[config.mk]
export PLATFORM = sky130hd
export DESIGN_NAME = dc_video2ram_f
export DESIGN_NICKNAME = d
export VERILOG_FILES = /design/src/rtl/dc_video2ram_f_pkg.sv /design/src/rtl/dc_video2ram_f_frame_qualifier.sv /design/src/rtl/dc_video2ram_f.sv
export SDC_FILE = /design/constraint.sdc
export NUM_CORES = 1
export LEC_CHECK = 0
export BUFFER_PORTS_ARGS = -buffer_cell sky130_fd_sc_hd__buf_4
export CORE_MARGIN = 2
export CORE_UTILIZATION = 40
export CTS_CLUSTER_DIAMETER = 30
export CTS_CLUSTER_SIZE = 28
export DETAILED_ROUTE_END_ITERATION = 12
export GPL_ROUTABILITY_DRIVEN = 0
export PLACE_DENSITY_LB_ADDON = 0.08
export SLEW_MARGIN = 20
export SYNTH_ARGS = -nofsm -noshare
export SYNTH_HDL_FRONTEND = slang
export SYNTH_SLANG_ARGS = --single-unit
[constraint.sdc]
create_clock -name clock -period 5.53 [get_ports clock]
set_input_delay 1.106 -clock clock [delete_from_list [all_inputs] [get_ports clock]]
set_output_delay 1.106 -clock clock [all_outputs]
set_load 0.005 [all_outputs]
[src/rtl/dc_video2ram_f_pkg.sv]
// Shared video config plus the capture-stage FSM encoding and qualification defaults.
package dc_video2ram_f_pkg;

    localparam int ADDR_W = 14;
    localparam int LINE_CNT_W = 12;
    localparam logic [LINE_CNT_W-1:0] LINE_CNT_MAX = '1;

    localparam int STABLE_FRAMES_DEFAULT = 2;
    localparam int TRIGGER_LINE_DEFAULT = 2;
    localparam int VISIBLE_LINES_DEFAULT = 480;

    typedef struct packed {
        logic [ADDR_W-1:0] ram_numwords;
        logic [ADDR_W-1:0] buffer_line_length;
    } HDMIVideoConfig;

    typedef enum logic {
        WAIT_FRAME = 1'b0,
        CAPTURE    = 1'b1
    } cap_state_t;

endpackage

[src/rtl/dc_video2ram_f_frame_qualifier.sv]
// Judges each captured frame on line count and line completeness, and raises the
// sticky reader start trigger once enough consecutive good frames have been seen.
module dc_video2ram_f_frame_qualifier
    import dc_video2ram_f_pkg::*;
#(
    parameter int STABLE_FRAMES = STABLE_FRAMES_DEFAULT,
    parameter int TRIGGER_LINE  = TRIGGER_LINE_DEFAULT,
    parameter int VISIBLE_LINES = VISIBLE_LINES_DEFAULT
) (
    input  logic clock,
    input  logic reset,
    input  logic frame_start,
    input  logic judge,
    input  logic line_start,
    input  logic line_short,
    input  logic overrun,
    output logic starttrigger,
    output logic sync_error
);

    localparam logic [LINE_CNT_W-1:0] VIS_LINES = LINE_CNT_W'(VISIBLE_LINES);
    localparam logic [LINE_CNT_W-1:0] TRIG_CNT  = LINE_CNT_W'(TRIGGER_LINE + 1);
    localparam logic [7:0]            STABLE_MIN = 8'(STABLE_FRAMES);

    logic [LINE_CNT_W-1:0] line_cnt, cnt_n;
    logic [7:0]            stable_cnt, stable_n;
    logic                  frame_ok, ok_n;
    logic                  armed, armed_n;
    logic                  good_frame;

    always_comb begin
        good_frame = (line_cnt == VIS_LINES) && frame_ok && !line_short;
        stable_n   = stable_cnt;
        if (judge)
            stable_n = good_frame ? ((stable_cnt == 8'hFF) ? stable_cnt : stable_cnt + 8'd1) : 8'd0;
        cnt_n   = frame_start ? '0 : line_cnt;
        ok_n    = frame_start ? 1'b1 : frame_ok;
        armed_n = frame_start ? (stable_n >= STABLE_MIN) : armed;
        if (line_start) begin
            // A short line coinciding with frame start belongs to the frame being judged.
            if (!frame_start && line_short)
                ok_n = 1'b0;
            if (cnt_n != LINE_CNT_MAX)
                cnt_n = cnt_n + 1'b1;
        end
        if (overrun)
            ok_n = 1'b0;
    end

    always_ff @(posedge clock or negedge reset) begin
        if (!reset) begin
            line_cnt     <= '0;
            stable_cnt   <= '0;
            frame_ok     <= 1'b1;
            armed        <= 1'b0;
            starttrigger <= 1'b0;
            sync_error   <= 1'b0;
        end else begin
            line_cnt     <= cnt_n;
            stable_cnt   <= stable_n;
            frame_ok     <= ok_n;
            armed        <= armed_n;
            starttrigger <= starttrigger || (line_start && armed_n && (cnt_n == TRIG_CNT));
            sync_error   <= judge && !good_frame && starttrigger;
        end
    end

endmodule

[src/rtl/dc_video2ram_f.sv]
// Writes the Dreamcast pixel stream into the HQ2X line-buffer ring and releases the
// reader once the incoming frames are qualified as stable.
module dc_video2ram_f
    import dc_video2ram_f_pkg::*;
#(
    parameter int STABLE_FRAMES = STABLE_FRAMES_DEFAULT,
    parameter int TRIGGER_LINE  = TRIGGER_LINE_DEFAULT,
    parameter int VISIBLE_LINES = VISIBLE_LINES_DEFAULT
) (
    input  logic              clock,
    input  logic              reset,
    input  HDMIVideoConfig    hdmiVideoConfig,
    input  logic [23:0]       in_data,
    input  logic              in_valid,
    input  logic              in_line_start,
    input  logic              in_frame_start,
    output logic [ADDR_W-1:0] wraddr,
    output logic [23:0]       wrdata,
    output logic              wren,
    output logic              starttrigger,
    output logic              sync_error
);

    cap_state_t        state;
    logic [ADDR_W-1:0] line_base, x;
    logic              in_line, first_line;

    logic [ADDR_W-1:0] base_n, x_n, bll, wrap_thresh;
    logic              in_line_n, first_n;
    logic              active, line_start_evt, judge_evt, line_short, accept, overrun;

    assign bll            = hdmiVideoConfig.buffer_line_length;
    assign wrap_thresh    = hdmiVideoConfig.ram_numwords - bll;
    assign active         = (state == CAPTURE) || in_frame_start;
    assign line_start_evt = active && in_line_start;
    assign judge_evt      = (state == CAPTURE) && in_frame_start;
    assign line_short     = in_line && (x != bll);

    // Frame start is applied first so a coincident line start becomes line 0 at base 0.
    // NOTE: every always_comb output gets a default before any conditional update,
    // otherwise the synthesizer infers a latch to hold the unassigned case.
    always_comb begin
        base_n    = in_frame_start ? '0 : line_base;
        x_n       = in_frame_start ? '0 : x;
        in_line_n = in_frame_start ? 1'b0 : in_line;
        first_n   = in_frame_start ? 1'b1 : first_line;
        if (line_start_evt) begin
            if (!first_n)
                base_n = (base_n >= wrap_thresh) ? '0 : base_n + bll;
            x_n       = '0;
            in_line_n = 1'b1;
            first_n   = 1'b0;
        end
    end

    assign accept  = active && in_valid && in_line_n && (x_n < bll);
    assign overrun = active && in_valid && in_line_n && (x_n >= bll);

    // NOTE: state is updated with non-blocking assignments so every register samples
    // the pre-edge values, independent of statement order.
    always_ff @(posedge clock or negedge reset) begin
        if (!reset) begin
            state      <= WAIT_FRAME;
            line_base  <= '0;
            x          <= '0;
            in_line    <= 1'b0;
            first_line <= 1'b1;
            wren       <= 1'b0;
            wraddr     <= '0;
            wrdata     <= '0;
        end else begin
            if (in_frame_start)
                state <= CAPTURE;
            line_base  <= base_n;
            x          <= accept ? x_n + 1'b1 : x_n;
            in_line    <= in_line_n;
            first_line <= first_n;
            wren       <= accept;
            if (accept) begin
                wraddr <= base_n + x_n;
                wrdata <= in_data;
            end
        end
    end

    dc_video2ram_f_frame_qualifier #(
        .STABLE_FRAMES (STABLE_FRAMES),
        .TRIGGER_LINE  (TRIGGER_LINE),
        .VISIBLE_LINES (VISIBLE_LINES)
    ) u_frame_qualifier (
        .clock        (clock),
        .reset        (reset),
        .frame_start  (in_frame_start),
        .judge        (judge_evt),
        .line_start   (line_start_evt),
        .line_short   (line_short),
        .overrun      (overrun),
        .starttrigger (starttrigger),
        .sync_error   (sync_error)
    );

endmodule

* Yosys cells after proc, flatten, opt, wreduce, memory -nomap -nowiden
Cells that the tools add are included.
** Storage, ports and cells
- Logic and storage cells :: 70
- Register bits after elaboration :: 94
- Bits of input ports :: 57
** Cells by class
- Equality and inequality tests :: 5
- Add/sub/neg operators :: 6
- Multiplexer cells :: 22
- Reductions and logical operators :: 19
- $lt $le $gt $ge :: 4
** Operators with widths (number)
- 14-bit two-way mux :: 7
- 12-bit two-way mux :: 3
- 14-bit adder :: 2
- 14-bit >= comparator :: 2
- 8-bit two-way mux :: 3
- 14-bit by 1-bit adder with 14-bit output, second input constant :: 1
- 1-bit logical AND :: 14
- 14-bit less-than comparator :: 1
- 14-bit inequality test :: 1
- 14-bit subtractor :: 1
- 12-bit by 1-bit adder with 12-bit output, second input constant :: 1
- 12-bit by 2-bit == test with 1-bit output, second input constant :: 1
- 12-bit by 9-bit == test with 1-bit output, second input constant :: 1
- 12-bit inequality test, second input constant :: 1
- 1-bit two-way mux :: 9
- 8-bit by 1-bit adder with 8-bit output, second input constant :: 1
- 8-bit == test, second input constant :: 1
- 8-bit by 2-bit >= comparator with 1-bit output, second input constant :: 1
- 1-bit logical NOT :: 3
- 1-bit logical OR :: 2

* Logic depth before layout (Yosys ltp)
- Word-level depth :: 11
- Depth in mapped cells :: 32

* By module
A second synthesis with hierarchy kept.
** Second synthesis, totals
- Cells, all modules :: 780
- Area, all modules :: 6837.8 um^2
** By module, submodules not included
- dc_video2ram_f :: area an instance 5370.2 um^2, times used 1, cells each 622
- dc_video2ram_f_frame_qualifier :: area an instance 1467.7 um^2, times used 1, cells each 158

* Least setup slack after synthesis
No wires, ideal clock.
- Path type :: input -> register
- Start point :: input hdmiVideoConfig[2] (netlist name)
- End point :: register wraddr[13]
- Path buffers :: 0
- Path slack :: -0.654 ns
- Required time :: 5.400 ns
- Stages on the path :: 28
- Arrival :: 6.054 ns
- Path through :: inv_1 > ha_1 > nor2b_1 > o21ai_1 > a21oi_1 > o21ai_0 > nand2b_1 > a21o_1 > a41o_1 > o41ai_1 > xor2_1 > ha_1 > and3_1 > nand2_1 > o211ai_2 > inv_1 > a22oi_1 > inv_1 > ha_1 > a211o_1 > o211ai_1 > a21oi_1 > o41a_1 > a211o_1 > a21oi_2 > xnor2_1 > xnor2_1 > o21ai_1
** Between the ends
- Longest elaborated chain between the ends :: 6
- Elaborated cells on any way between the ends :: 9
- Those cells by class :: add/sub (3); order compare (2); mux (3); reduce/logical (1)
** RTL lines
- start: declaration :: RTL line dc_video2ram_f.sv:12 : input HDMIVideoConfig hdmiVideoConfig,
- 14-bit subtractor :: RTL line dc_video2ram_f.sv:33 : assign wrap_thresh = hdmiVideoConfig.ram_numwords - bll;
- 14-bit >= comparator :: RTL line dc_video2ram_f.sv:49 : base_n = (base_n >= wrap_thresh) ? '0 : base_n + bll;
- 14-bit two-way mux :: RTL line dc_video2ram_f.sv:49
- 14-bit two-way mux :: RTL line dc_video2ram_f.sv:48 : if (!first_n)
- 14-bit two-way mux :: RTL line dc_video2ram_f.sv:47 : if (line_start_evt) begin
- net base_n[1] :: RTL line dc_video2ram_f.sv:28 : logic [ADDR_W-1:0] base_n, x_n, bll, wrap_thresh;
- 14-bit adder :: RTL line dc_video2ram_f.sv:80 : wraddr <= base_n + x_n;
- end signal: assignment :: RTL line dc_video2ram_f.sv:80
- end: declaration :: RTL line dc_video2ram_f.sv:17 : output logic [ADDR_W-1:0] wraddr,
The timed path passes the listed nets, and every way through them passes these cells.
A chain may end at the register's enable or synchronous reset.

* Worst setup path in the final report
- Start point :: input hdmiVideoConfig[2] (netlist name)
- End point :: register wraddr[11]
The elaborated chain is that of the path after synthesis.

==> flow_metrics.py <==
metrics = {
    "die": {
        "rows": 47,
        "design.core.area_um2": 16500,
        "io-pin-count": 98,
        "dieArea_um2": 17800,
        "die_w_um": 133,
        "start_util_pct": 40.7,
        "die_y_um": 133,
    },
    "finish": {
        "areaGrowthSynthToFinish_pct": 30.9,
        "fin_cells": 1103,
        "layout_common_cells": "buf_4 (180), dfrtp_1 (92), ha_1 (65)",
        "mostFrequentLayoutCell": "buf_4",
        "layout-drive-gt1-share_pct": 31.7,
        "fin_nets": 1008,
        "num_antenna_cells": 0,
        "stdcell_area_um2": 8770,
    },
    "pwr": {
        "swShare_pct": 29.3,
        "p_leak_nw": 4.34,
        "power_frac_seq_pct": 41.6,
        "p_int_mw": 1.33,
        "switchingPower_uw": 551,
        "power.total_mw": 1.88,
        "clkPwrFrac_pct": 31.8,
        "power_density_nw_per_um2": 214,
        "ir_drop_v": 0.000188,
        "combPwrFrac_pct": 26.6,
    },
    "worst_setup_path": {
        "cp_slowest_cell": "o41a_1",
        "cpPeakStageDelay_ns": 0.39,
        "cp.depth": 30,
        "worst-setup-path-type": "in2reg",
        "rr_startpoint": "line_base[0]$_DFF_PN0_",
        "endpoint_kind": "register",
        "cp.required_ns": 5.73,
        "rrSetupSlack_ns": 1.14,
        "crit_family": "compound AO/OA/AOI/OAI gates",
        "crit_arrival_ns": 6.01,
        "crit_buf_inv": 6,
        "startpoint_type": "primary input",
        "rr_endpoint": "wraddr[11]$_DFFE_PN0P_",
        "worstRegToRegCells": 20,
        "critical_path.max_fanout": 3,
    },
    "timing": {
        "rsz0062_at_grt": "true",
        "timing.slew.headroom_pct": 37.1,
        "setup_tns_ns": -1.26,
        "fin_skew_ns": 0.00661,
        "setup_slack_ns": -0.273,
        "min_period_over_period_pct": 105,
        "hold_viol": 0,
        "worst_pin_slew_ns": 0.939,
        "fmax_mhz": 172,
        "min_period_ns": 5.80,
        "drv_slew": 0,
        "setup_viol": 8,
    },
    "yosys": {
        "synth_area_leaders": "dfrtp_1 (34%), ha_1 (13%), xnor2_1 (5.1%)",
        "yosys_warnings": 0,
        "synth_top_family_by_area": "simple AND/OR/NAND/NOR gates",
        "synthXorXnorAreaFrac_pct": 9.28,
        "synth.area.mux_share_pct": 5.49,
        "syn_inst": 703,
        "yosys.area_share.simple_pct": 18.0,
        "synth-compound-area-share_pct": 14.3,
        "yosys_most_used_dff": "dfrtp_1",
        "avgSynthCellArea_um2": 9.53,
        "syn-num-nets": 833,
        "synth_seq_area_share_pct": 35.1,
        "yosysTopAreaCellShare_pct": 34.3,
        "synth_edf_count": 0,
        "netlist_area_um2": 6700,
        "synth_top_area_cell": "dfrtp_1",
        "synthAdderAreaFrac_pct": 14.0,
        "postSynth.asyncResetShare_pct": 100,
        "ys_ff_latch": 94,
        "synth_cell_types": 67,
    },
    "placed_design": {
        "dp_cells": 1067,
        "place_area_um2": 8200,
        "portBuffers": 97,
        "hpwlAfterDp_um": 13400,
    },
    "route": {
        "wl_per_cell_um": 15.8,
        "route.detailed.drc": 0,
        "drt_first_pass_iters": 4,
        "vias": 5689,
        "initialDrtViolationCount": 263,
        "drtAntennaViolNets": 0,
        "wirelength_um": 17400,
        "detail_route.vias_per_cell": 5.16,
    },
    "clocking": {
        "clock_path_buffers": 2,
        "clk_latency_ns": 0.35,
        "cts.root.buffer_cell": "clkbuf_16",
        "holdBufCountCts": 0,
        "htree_levels": 3,
        "cts_tree": "done",
        "cts_inserted_buffers": 9,
        "path_clk_slew_ns": 0.07,
        "cts_sinks": 94,
    },
    "global_route": {
        "overflow": 0,
        "antenna_found_initial": 0,
        "grt_max_degree": 60,
        "grt_first_pass_wirelength_um": 29400,
        "grt_pass1_vias": 5974,
        "grt_usage_pct": 20.5,
    },
    "run_status": {
        "status": "complete, but fails checks",
        "failed_checks": "setup timing",
    },
    "run": {
        "cap_violations": 0,
    },
    "worst_hold_path": {
        "holdPathStages": 2,
        "hold_path.class": "reg2reg",
        "hp-start": "wraddr[10]$_DFFE_PN0P_",
        "min_to": "wraddr[10]$_DFFE_PN0P_",
    },
}
## worst register-to-register path: stages (launching register included)
cell,delay (ns)
dfrtp_1,0.36
nand2b_1,0.12
inv_1,0.07
ha_1,0.21
fa_1,0.43
a21o_1,0.21
a21o_1,0.20
a21oi_1,0.27
o21bai_1,0.13
or2_2,0.29
a32o_1,0.29
ha_1,0.33
o21ai_1,0.11
a21oi_2,0.06
o41a_1,0.39
buf_4,0.16
buf_6,0.11
a21o_1,0.17
a21oi_2,0.13
xor2_1,0.14
o21ai_0,0.08
## per-layer routing
layer / track usage, % / up-vias / wire (µm)
met5: 0 / - / 0
met4: 6.38 / 0 / 358
met3: 4.26 / 27 / 697
met2: 34.1 / 133 / 8300
met1: 26.8 / 2694 / 8050
li1: - / 2835 / -
## kinds of logic after synthesis
| family | after synthesis |
|---|---|
| AOI/OAI and AO/OA | 142 |
| xor gates and xnor gates | 71 |
| adders and majority gates | 73 |
| buffers and inverters | 60 |
| DFF | 94 |
| muxes | 33 |
| and+or+nand+nor | 230 |
## state kept, by name (all words and copies together), names as in the netlist
signal / count
wrdata: 24
line_base: 14
wraddr: 14
x: 14
u_frame_qualifier.line_cnt: 12
u_frame_qualifier.stable_cnt: 8
first_line: 1
in_line: 1
state: 1
u_frame_qualifier.armed: 1
u_frame_qualifier.frame_ok: 1
u_frame_qualifier.starttrigger: 1
u_frame_qualifier.sync_error: 1
wren: 1
## stage by stage
step | worst slack (ns) | utilization [%] | hold slack (ns)
after floorplan | -0.393 | - | 0.473
after global placement | -0.795 | 49.8 | 0.469
after detailed placement | -0.878 | 49.8 | 0.472
after CTS | -0.297 | 52.8 | 0.488
after global routing | -0.606 | 53.3 | 0.508
final | -0.273 | 53.3 | 0.481
## power by group through the flow
| stage | Clock (mW) | Combinational, mW | Sequential, mW |
|---|---|---|---|
| floorplan | 0 | 0.260 | 0.794 |
| global placement | 0 | 0.474 | 0.793 |
| detailed placement | 0 | 0.484 | 0.795 |
| CTS | 0.612 | 0.499 | 0.783 |
| global route | 0.639 | 0.558 | 0.790 |
| finish | 0.598 | 0.501 | 0.782 |
## cell type report
type	instances	area, µm²
inverter	40	164
multi-input combinational	549	4300
clock buffer	12	246
sequential	94	2350
clock inverter	4	31.3
tap	220	275
fill	1565	7690
timing repair buffer	184	1400
## worst max-delay path by stage
stage | start | end | slack (ns)
5_1_grt | hdmiVideoConfig[14] | wraddr[13]$_DFFE_PN0P_ | -0.61
4_1_cts | hdmiVideoConfig[14] | wraddr[13]$_DFFE_PN0P_ | -0.30
3_3_place_gp | hdmiVideoConfig[1] | wraddr[13]$_DFFE_PN0P_ | -0.79
2_1_floorplan | hdmiVideoConfig[14] | wraddr[13]$_DFFE_PN0P_ | -0.39
3_5_place_dp | hdmiVideoConfig[14] | wraddr[12]$_DFFE_PN0P_ | -0.88
6_report | hdmiVideoConfig[2] | wraddr[11]$_DFFE_PN0P_ | -0.27
## repair_timing
item	in CTS	in global routing
endpoints found under the setup margin	7	9
buffers inserted	15	5
resized for setup	22	12
pin swaps	33	4
## cells in the mapped netlist (all sizes together) (5+ instances only)
| library cell | instances |
|---|---|
| inv | 39 |
| xnor2 | 39 |
| nor4 | 6 |
| nor2b | 26 |
| clkbuf | 10 |
| nand2b | 12 |
| and3 | 10 |
| xor2 | 32 |
| mux2 | 30 |
| and2 | 15 |
| nand2 | 48 |
| nor3 | 15 |
| o2bb2ai | 9 |
| nand3 | 30 |
| dfrtp | 92 |
| o21ai | 37 |
| ha | 70 |
| buf | 10 |
| o31ai | 6 |
| a21oi | 35 |
| nand4 | 13 |
| nor2 | 43 |
| a21o | 19 |
| o211ai | 5 |
No activity file was read; power rests on OpenSTA's default activity.
